### config.mk
export PLATFORM = sky130hd
export DESIGN_NAME = reg_write_arbiter
export DESIGN_NICKNAME = d
export VERILOG_FILES = /design/src/rtl/lambo_pkg.sv /design/src/rtl/rr_priority_picker.sv /design/src/rtl/reg_write_arbiter.sv
export SDC_FILE = /design/constraint.sdc
export NUM_CORES = 1
export LEC_CHECK = 0
export ABC_CLOCK_PERIOD_IN_PS = 6880
export CORE_MARGIN = 8
export CORE_UTILIZATION = 48
export CTS_BUF_LIST = sky130_fd_sc_hd__clkbuf_16
export DETAILED_ROUTE_END_ITERATION = 10
export PLACE_DENSITY_LB_ADDON = 0.25
export SLEW_MARGIN = 30
export SYNTH_ARGS = -nofsm -noshare
export SYNTH_HDL_FRONTEND = slang
export SYNTH_HIERARCHICAL = 1
export SYNTH_SLANG_ARGS = --single-unit
### constraint.sdc
create_clock -name Clk -period 6.88 [get_ports Clk]
set_clock_uncertainty 0.1 [all_clocks]
set_input_delay 1.376 -clock Clk [delete_from_list [all_inputs] [get_ports Clk]]
set_output_delay 1.376 -clock Clk [all_outputs]
set_load 0.05 [all_outputs]
### src/rtl/lambo_pkg.sv
// Shared definitions for the register-file write arbiter.
//   N          : number of write requesters
//   LOCK_LIMIT : locked transfers allowed before the lock is force-released
//   req_id_e   : requester identities, in index order
//   lock_st_e  : arbiter lock state
package lambo_pkg;

   localparam int unsigned N          = 3;
   localparam int unsigned LOCK_LIMIT = 4;

   typedef enum logic [1:0] {
      REQ_ALU   = 2'd0,
      REQ_LOAD  = 2'd1,
      REQ_SHIFT = 2'd2
   } req_id_e;

   typedef enum logic {
      LOCK_FREE,
      LOCK_HELD
   } lock_st_e;

endpackage

### src/rtl/rr_priority_picker.sv
// Rotate-priority selector: picks the first set request at or after Ptr,
// in index order, wrapping from N-1 back to 0. Purely combinational.
//   Req      : request vector
//   Ptr      : round-robin start index (0..N-1)
//   Grant    : one-hot grant (all zeros when no request)
//   GrantIdx : index of the granted request (0 when none)
//   Found    : at least one request was set
module rr_priority_picker #(
   parameter int unsigned N = 3
) (
   input  logic [N-1:0] Req,
   input  logic [1:0]   Ptr,
   output logic [N-1:0] Grant,
   output logic [1:0]   GrantIdx,
   output logic         Found
);

   int unsigned idx;
   logic [1:0]  idxSel;

   always_comb begin
      Grant    = '0;
      GrantIdx = '0;
      Found    = 1'b0;
      idx      = 0;
      idxSel   = '0;
      for (int unsigned k = 0; k < N; k++) begin
         idx = {30'd0, Ptr} + k;
         if (idx >= N) idx = idx - N;
         idxSel = idx[1:0];
         if (!Found && Req[idxSel]) begin
            Found         = 1'b1;
            Grant[idxSel] = 1'b1;
            GrantIdx      = idxSel;
         end
      end
   end

endmodule

### src/rtl/reg_write_arbiter.sv
// Round-robin arbiter for the register-file write port, with per-requester
// burst locking and a registered write port.
//   Clk, Reset(active-low, synchronous), Start(synchronous flush)
//   ReqValid/ReqAddr/ReqData/ReqLock : per-requester request bundle
//   ReqReady    : one-hot combinational grant
//   WriteEn/Waddr/WrData : register-file write port, one cycle after transfer
//   GrantId     : index of the last granted requester
//   ConflictCnt : saturating count of cycles with two or more requests
module reg_write_arbiter #(
   parameter int unsigned W = 8,
   parameter int unsigned D = 4,
   parameter int unsigned N = 3
) (
   input  logic           Clk,
   input  logic           Reset,
   input  logic           Start,
   input  logic [N-1:0]   ReqValid,
   input  logic [N*D-1:0] ReqAddr,
   input  logic [N*W-1:0] ReqData,
   input  logic [N-1:0]   ReqLock,
   output logic [N-1:0]   ReqReady,
   output logic           WriteEn,
   output logic [D-1:0]   Waddr,
   output logic [W-1:0]   WrData,
   output logic [1:0]     GrantId,
   output logic [7:0]     ConflictCnt
);

   import lambo_pkg::*;

   lock_st_e   state, nextState;
   logic [1:0] owner, nextOwner;
   logic [1:0] ptr, nextPtr;
   logic [2:0] burst, nextBurst, baseBurst;
   logic [1:0] grantIdx;
   logic       holding;
   logic       xfer;
   logic       multi;

   logic [N-1:0] pickGrant;
   logic [1:0]   pickIdx;
   logic         pickFound;

   rr_priority_picker #(.N(N)) uPicker (
      .Req      (ReqValid),
      .Ptr      (ptr),
      .Grant    (pickGrant),
      .GrantIdx (pickIdx),
      .Found    (pickFound)
   );

   assign multi = ($countones(ReqValid) >= 2);

   always_comb begin
      ReqReady  = '0;
      nextState = state;
      nextOwner = owner;
      nextBurst = burst;
      nextPtr   = ptr;
      grantIdx  = pickIdx;
      baseBurst = '0;
      xfer      = 1'b0;

      // A held lock only survives while its owner keeps requesting; once the
      // owner drops out, normal round-robin arbitration applies this cycle.
      holding = (state == LOCK_HELD) && ReqValid[owner];
      if (holding) begin
         ReqReady[owner] = 1'b1;
         grantIdx        = owner;
         baseBurst       = burst;
      end else if (pickFound) begin
         ReqReady = pickGrant;
      end

      if (!Reset || Start) ReqReady = '0;
      xfer = |ReqReady;

      if (xfer) begin
         // The LOCK_LIMIT-th consecutive locked beat is treated as unlocked.
         if (ReqLock[grantIdx] && ({29'd0, baseBurst} + 32'd1 < LOCK_LIMIT)) begin
            nextState = LOCK_HELD;
            nextOwner = grantIdx;
            nextBurst = baseBurst + 3'd1;
         end else begin
            nextState = LOCK_FREE;
            nextBurst = '0;
            nextPtr   = (grantIdx == 2'(N - 1)) ? 2'd0 : grantIdx + 2'd1;
         end
      end else begin
         nextState = LOCK_FREE;
         nextBurst = '0;
      end
   end

   always_ff @(posedge Clk) begin
      if (!Reset) begin
         state <= LOCK_FREE;
         owner <= '0;
         burst <= '0;
         ptr   <= '0;
      end else if (Start) begin
         state <= LOCK_FREE;
         owner <= '0;
         burst <= '0;
         ptr   <= '0;
      end else begin
         state <= nextState;
         owner <= nextOwner;
         burst <= nextBurst;
         ptr   <= nextPtr;
      end
   end

   always_ff @(posedge Clk) begin
      if (!Reset) begin
         WriteEn     <= 1'b0;
         Waddr       <= '0;
         WrData      <= '0;
         GrantId     <= REQ_ALU;
         ConflictCnt <= '0;
      end else if (Start) begin
         WriteEn     <= 1'b0;
         ConflictCnt <= '0;
      end else begin
         WriteEn <= xfer;
         if (xfer) begin
            Waddr   <= ReqAddr[grantIdx*D +: D];
            WrData  <= ReqData[grantIdx*W +: W];
            GrantId <= grantIdx;
         end
         if (multi && (ConflictCnt != 8'hFF)) ConflictCnt <= ConflictCnt + 8'd1;
      end
   end

endmodule

### Yosys cells after proc, flatten, opt, wreduce, memory -nomap -nowiden

Index checks and enable logic that the tools add are counted.

| storage, ports and cells | value |
|---|---|
| input port bits | 45 |
| flip-flop bits (word level) | 31 |
| logic and storage cells | 101 |

| cells by class | value |
|---|---|
| $add $sub $neg | 11 |
| reduce and logical (&&, ||, !) cells | 20 |
| shift-type cells | 2 |
| bitwise gates (word level) | 6 |
| multiplexer cells | 37 |
| order comparisons | 14 |
| eq/ne operators | 2 |

Operators with widths:

| cell | count |
|---|---|
| $shiftx 24x6->8 | 1 |
| $mux 3 | 7 |
| $mux 2 | 8 |
| $lt 2x3->1 const B | 5 |
| $mux 1 | 13 |
| $shiftx 12x5->4 | 1 |
| $bmux 1 s2 | 5 |
| $ge 3x2->1 const B | 3 |
| $logic_and 1x1->1 | 9 |
| $add 8x1->8 const B | 1 |
| $demux 1 s2 | 4 |
| $ge 2x1->1 const B | 4 |
| $ne 8x8->1 const B | 1 |
| $or 3x3->3 | 2 |
| $reduce_and 2->1 | 3 |
| $reduce_or 3->1 | 2 |
| $sub 2x2->2 const B | 3 |
| $add 3x1->4 const B | 1 |
| $lt 4x3->1 const B | 1 |
| $not 1->1 | 4 |
| $reduce_or 4->1 | 1 |
| $add 2x1->3 | 1 |
| $add 2x1->3 const B | 1 |
| $add 2x2->3 const B | 1 |
| other kinds (8) | 10 |

### Longest topological paths before layout

| logic depth | value |
|---|---|
| depth after elaboration | 17 |
| depth in mapped cells | 13 |

### By module

The synthesis kept the hierarchy.

By module, submodules not included:

| module | cells each | area an instance (µm²) | instances | seq. area each (µm²) |
|---|---|---|---|---|
| reg_write_arbiter | 179 | 1681.6 | 1 | 620.6 |
| rr_priority_picker | 41 | 281.5 | 1 | 0.0 |

### Least setup slack after synthesis

Ideal clock, no wire load.

| timing | value |
|---|---|
| path type | input to output |
| start | in ReqValid[0] |
| end | out ReqReady[1] |
| data required time | 5.404 ns |
| stages on the path | 6 |
| slack | 2.594 ns |
| arrival time | 2.810 ns |
| path through | nand2b_1 > a21oi_1 > o21ai_0 > o21ai_0 > nand3_1 > a21oi_1 |

| on the way | value |
|---|---|
| word-level cells in the longest chain between the ends | 12 |

RTL lines:

| item | RTL line | source |
|---|---|---|
| start, declared | reg_write_arbiter.sv:17 | `input logic [N-1:0] ReqValid,` |
| $bmux 1 s2 | rr_priority_picker.sv:31 | `if (!Found && Req[idxSel]) begin` |
| $mux 1 (implied by the code) | rr_priority_picker.sv:31 |  |
| $mux 1 | rr_priority_picker.sv:31 |  |
| $logic_not 1->1 | rr_priority_picker.sv:31 |  |
| $logic_and 1x1->1 | rr_priority_picker.sv:31 |  |
| $mux 1 | rr_priority_picker.sv:31 |  |
| $logic_not 1->1 | rr_priority_picker.sv:31 |  |
| $logic_and 1x1->1 | rr_priority_picker.sv:31 |  |
| $mux 3 * | rr_priority_picker.sv:31 |  |
| net pickGrant[1] | reg_write_arbiter.sv:40 | `logic [N-1:0] pickGrant;` |
| $mux 3 * | reg_write_arbiter.sv:71 | `end else if (pickFound) begin` |
| $mux 3 * | reg_write_arbiter.sv:67 | `if (holding) begin` |
| $mux 3 * | reg_write_arbiter.sv:75 | `if (!Reset \|\| Start) ReqReady = '0;` |
| end, declared | reg_write_arbiter.sv:21 | `output logic [N-1:0] ReqReady,` |

Mark *: on every way through the listed nets, which the timed path passes. The rest lies on a longest branch. The select of a mux whose other input is x is not followed.

### Worst setup path after layout

| timing | value |
|---|---|
| start | in ReqValid[0] |
| end | out ReqReady[0] |

The elaborated chain is that of the path after synthesis.

==> flow_summary.json <==
{
  "status": "complete, no violations",
  "cp_top_family": "buffers and inverters",
  "cap_violations": 0,
  "synth-simple-area-share": 0.1829,
  "grt.overflow.total": 0,
  "ctsHtreeMaxLevel": 2,
  "cpPeakStageDelay_ns": 0.83,
  "clock.fmax_mhz": 186.3,
  "clock_sinks": 31,
  "final-setup-viol-count": 0,
  "grt_util_all_layers": 0.1706,
  "p_per_area_nw_per_um2": 223.9,
  "final_min_period_over_clock_period": 0.7803,
  "tritonroute_pass_1_iters": 4,
  "synth_top_area_cell": "sky130_fd_sc_hd__dfxtp_1",
  "totalNegativeSetupSlack_ns": 0,
  "async_reset_ff_frac": 0,
  "post_cts_resized": 0,
  "post-route-cell-area_um2": 2805,
  "final.min_clock_period_ns": 5.368,
  "n_antenna_cell": 0,
  "synth_xor_xnor_area_share": 0.01785,
  "synth.yosys.seq_area_share": 0.3161,
  "io_buffers": 70,
  "synth_top_area_frac": 0.3161,
  "kind_of_capture_point_of_the_worst_setup_path": "primary output",
  "postSynth.topFlopCell": "sky130_fd_sc_hd__dfxtp_1",
  "post_synth_fa_ha_maj_area_fraction": 0.04461,
  "final_max_slew_viol_count": 0,
  "critPathLaunchType": "input pin",
  "postSynthNetCount": 272,
  "synth_cells": 220,
  "tritoncts": "built",
  "hold_path_class": "reg2reg",
  "ios": 71,
  "netlist_top_cells_count": "sky130_fd_sc_hd__dfxtp_1, sky130_fd_sc_hd__mux2i_1, sky130_fd_sc_hd__o21ai_0",
  "initialDrtViolationCount": 104,
  "critical_path.slowest_cell": "sky130_fd_sc_hd__clkdlybuf4s50_1",
  "pin_count_of_the_biggest_net_entering_global_routing": 32,
  "drt.antenna.violating_nets": 0,
  "root_buffer": "sky130_fd_sc_hd__clkbuf_16",
  "timing.final.hold_violations": 0,
  "placed_cell_area_um2": 2671,
  "synth_compound_area_frac": 0.2741,
  "yosysWarnings": 6,
  "critPathKind": "in2out",
  "postSynthAreaPerCell_um2": 8.923,
  "cell_by_cell_trace_of_the_critical_path": "clkdlybuf4s50_1, mux2i_1, o21ai_1, a21oi_1, a22oi_1, nand4_1, a21oi_1, clkdlybuf4s50_1",
  "global_route_wire_length_before_repair_um": 8756,
  "post-route-drc-count": 0,
  "dominant_combinational_cell_family_by_area_after_synthesis": "compound AO/OA/AOI/OAI gates",
  "synthMostInstantiatedCell": "sky130_fd_sc_hd__dfxtp_1",
  "post_synth_main_area_contributors": "sky130_fd_sc_hd__dfxtp_1, sky130_fd_sc_hd__mux2i_1, sky130_fd_sc_hd__a2bb2oi_1",
  "chipHeight_um": 79.95,
  "numCtsBuffers": 5,
  "worst_ep_required_time_ns": 5.40,
  "synth.ff_latch_count": 31,
  "final.fill_count": 302,
  "area_growth_pct": 42.89,
  "rsz0062_at_grt": "no",
  "fraction_of_layout_cells_with_a_size_suffix_above_1": 0.09722,
  "post_drt_wl_per_cell_um": 15.75,
  "antenna_violations_before_repair": 0,
  "fp_rows": 23,
  "die_footprint_um2": 6392,
  "first_global_vias": 1920,
  "crit_path_max_fanout": 8,
  "post_synth_mux_area_share": 0.1211,
  "wl_um": 5325,
  "cts.hold.buffers_added": 0,
  "clock_latency_ns": 0.27,
  "cts_max_path_bufs": 2,
  "cp_data_arrival_time_ns": 3.89,
  "fin_nets": 340,
  "worst_slew_pin_slew_ns": 0.6548,
  "die_width_um": 79.95,
  "gpl.final_weighted_congestion": 0.8844,
  "pleak_uw": 0.001122,
  "floorplan.initialDensity": 0.4943,
  "design_power_total_uw": 628.2,
  "post_cts_repair_setup_buffers": 0,
  "cts.reportedPaths.clkPinSlew_ns": 0.05,
  "layout.core_utilization": 0.7064,
  "core_region_area_um2": 3971,
  "ir_worst_vdd_mv": 0.1658,
  "route.detailed.vias_per_inst": 5.630,
  "via_count": 1903,
  "number_of_buffers_and_inverters_on_the_critical_path": 2,
  "netlist-cell-type-count": 53,
  "place.detailed.hpwl_um": 4022,
  "cell_area_after_technology_mapping_um2": 1963,
  "synth_enable_flop_cells": 0,
  "timing.slew.headroom": 0.5630
}
-- final timing paths --
path / depth (start not counted) / slack, ns / from / end
setup / recovery: 8 / 1.51 / ReqValid[0] / ReqReady[0]
hold / removal: 1 / 0.41 / GrantId[0]$_SDFFE_PN0P_ / GrantId[0]$_SDFFE_PN0P_
setup reg to reg: 11 / 3.44 / ptr[1]$_SDFFE_PP0P_ / WrData[6]$_SDFFE_PN0P_
hold reg to reg: 1 / 0.41 / GrantId[0]$_SDFFE_PN0P_ / GrantId[0]$_SDFFE_PN0P_
-- layer usage --
metal | GRT usage | part of all wire | vias to the layer above
met1 | 0.2060 | 0.44 | 867
met2 | 0.2514 | 0.43 | 80
met4 | 0.06000 | 0.014 | 0
li1 | - | - | 948
met5 | 0 | 0 | -
met3 | 0.08896 | 0.11 | 8
-- sequential cells by signal, indices dropped and copies added (netlist names) --
name / count
WrData: 8
ConflictCnt: 8
burst: 3
WriteEn: 1
ptr: 2
owner: 2
state: 1
Waddr: 4
GrantId: 2
-- power breakdown --
part / switching [µW] / internal, µW / total, µW
Sequential: 7.81 / 193 / 201
Clock: 71.7 / 130 / 201
Combinational: 129 / 97.4 / 226
Total: 208 / 420 / 628
-- cells in the final DEF (no fill, tap or decap), types with 3 or more instances in the layout --
cell type / netlist / final
sky130_fd_sc_hd__nand3b_1: 4 / 4
sky130_fd_sc_hd__a2bb2oi_1: 12 / 12
sky130_fd_sc_hd__ha_1: 7 / 7
sky130_fd_sc_hd__clkdlybuf4s50_1: 0 / 70
sky130_fd_sc_hd__clkbuf_16: 0 / 5
sky130_fd_sc_hd__inv_1: 4 / 4
sky130_fd_sc_hd__nor2_1: 10 / 10
sky130_fd_sc_hd__dfxtp_1: 31 / 31
sky130_fd_sc_hd__nand4_1: 4 / 4
sky130_fd_sc_hd__xor2_1: 3 / 3
sky130_fd_sc_hd__nand3_1: 3 / 3
sky130_fd_sc_hd__nand2b_1: 4 / 4
sky130_fd_sc_hd__a21oi_2: 8 / 8
sky130_fd_sc_hd__o211a_1: 3 / 3
sky130_fd_sc_hd__o21ai_1: 8 / 8
sky130_fd_sc_hd__and2_1: 4 / 4
sky130_fd_sc_hd__mux2i_1: 20 / 20
sky130_fd_sc_hd__a21oi_1: 16 / 16
sky130_fd_sc_hd__nand2_1: 15 / 15
sky130_fd_sc_hd__o21ai_0: 17 / 17
sky130_fd_sc_hd__or3_1: 3 / 3
-- kinds of logic (layout without fill, tap and decap cells) --
| group | count (synthesis) | count (layout) |
|---|---|---|
| AOI/OAI and AO/OA | 77 | 77 |
| and+or+nand+nor | 63 | 63 |
| DFF | 31 | 31 |
| muxes | 22 | 22 |
| buffers and inverters | 15 | 83 |
| adders and majority gates | 7 | 7 |
| xor gates and xnor gates | 4 | 4 |
| other | 1 | 1 |
-- per-stage QoR --
| stage | std cells | worst slack [ns] | hold WS (ns) |
|---|---|---|---|
| after global placement | 331 | 1.632 | 0.3928 |
| after CTS | 338 | 1.539 | 0.4091 |
| after global routing | 338 | 1.305 | 0.4186 |
| after floorplan | 220 | 2.594 | 0.3722 |
| after detailed placement | 331 | 1.550 | 0.3916 |
| final | 338 | 1.512 | 0.4058 |
-- layout make-up --
cell class / count / area [µm²] / area share
Inverter: 5 / 18.77 / 0.006690
Multi-Input combinational cell: 174 / 1261 / 0.4496
Tap cell: 50 / 62.56 / 0.02230
Sequential cell: 31 / 620.6 / 0.2212
Timing Repair Buffer: 71 / 708.2 / 0.2525
Clock inverter: 2 / 8.758 / 0.003122
Clock buffer: 5 / 125.1 / 0.04460
No activity file was read; power rests on OpenSTA's default activity.
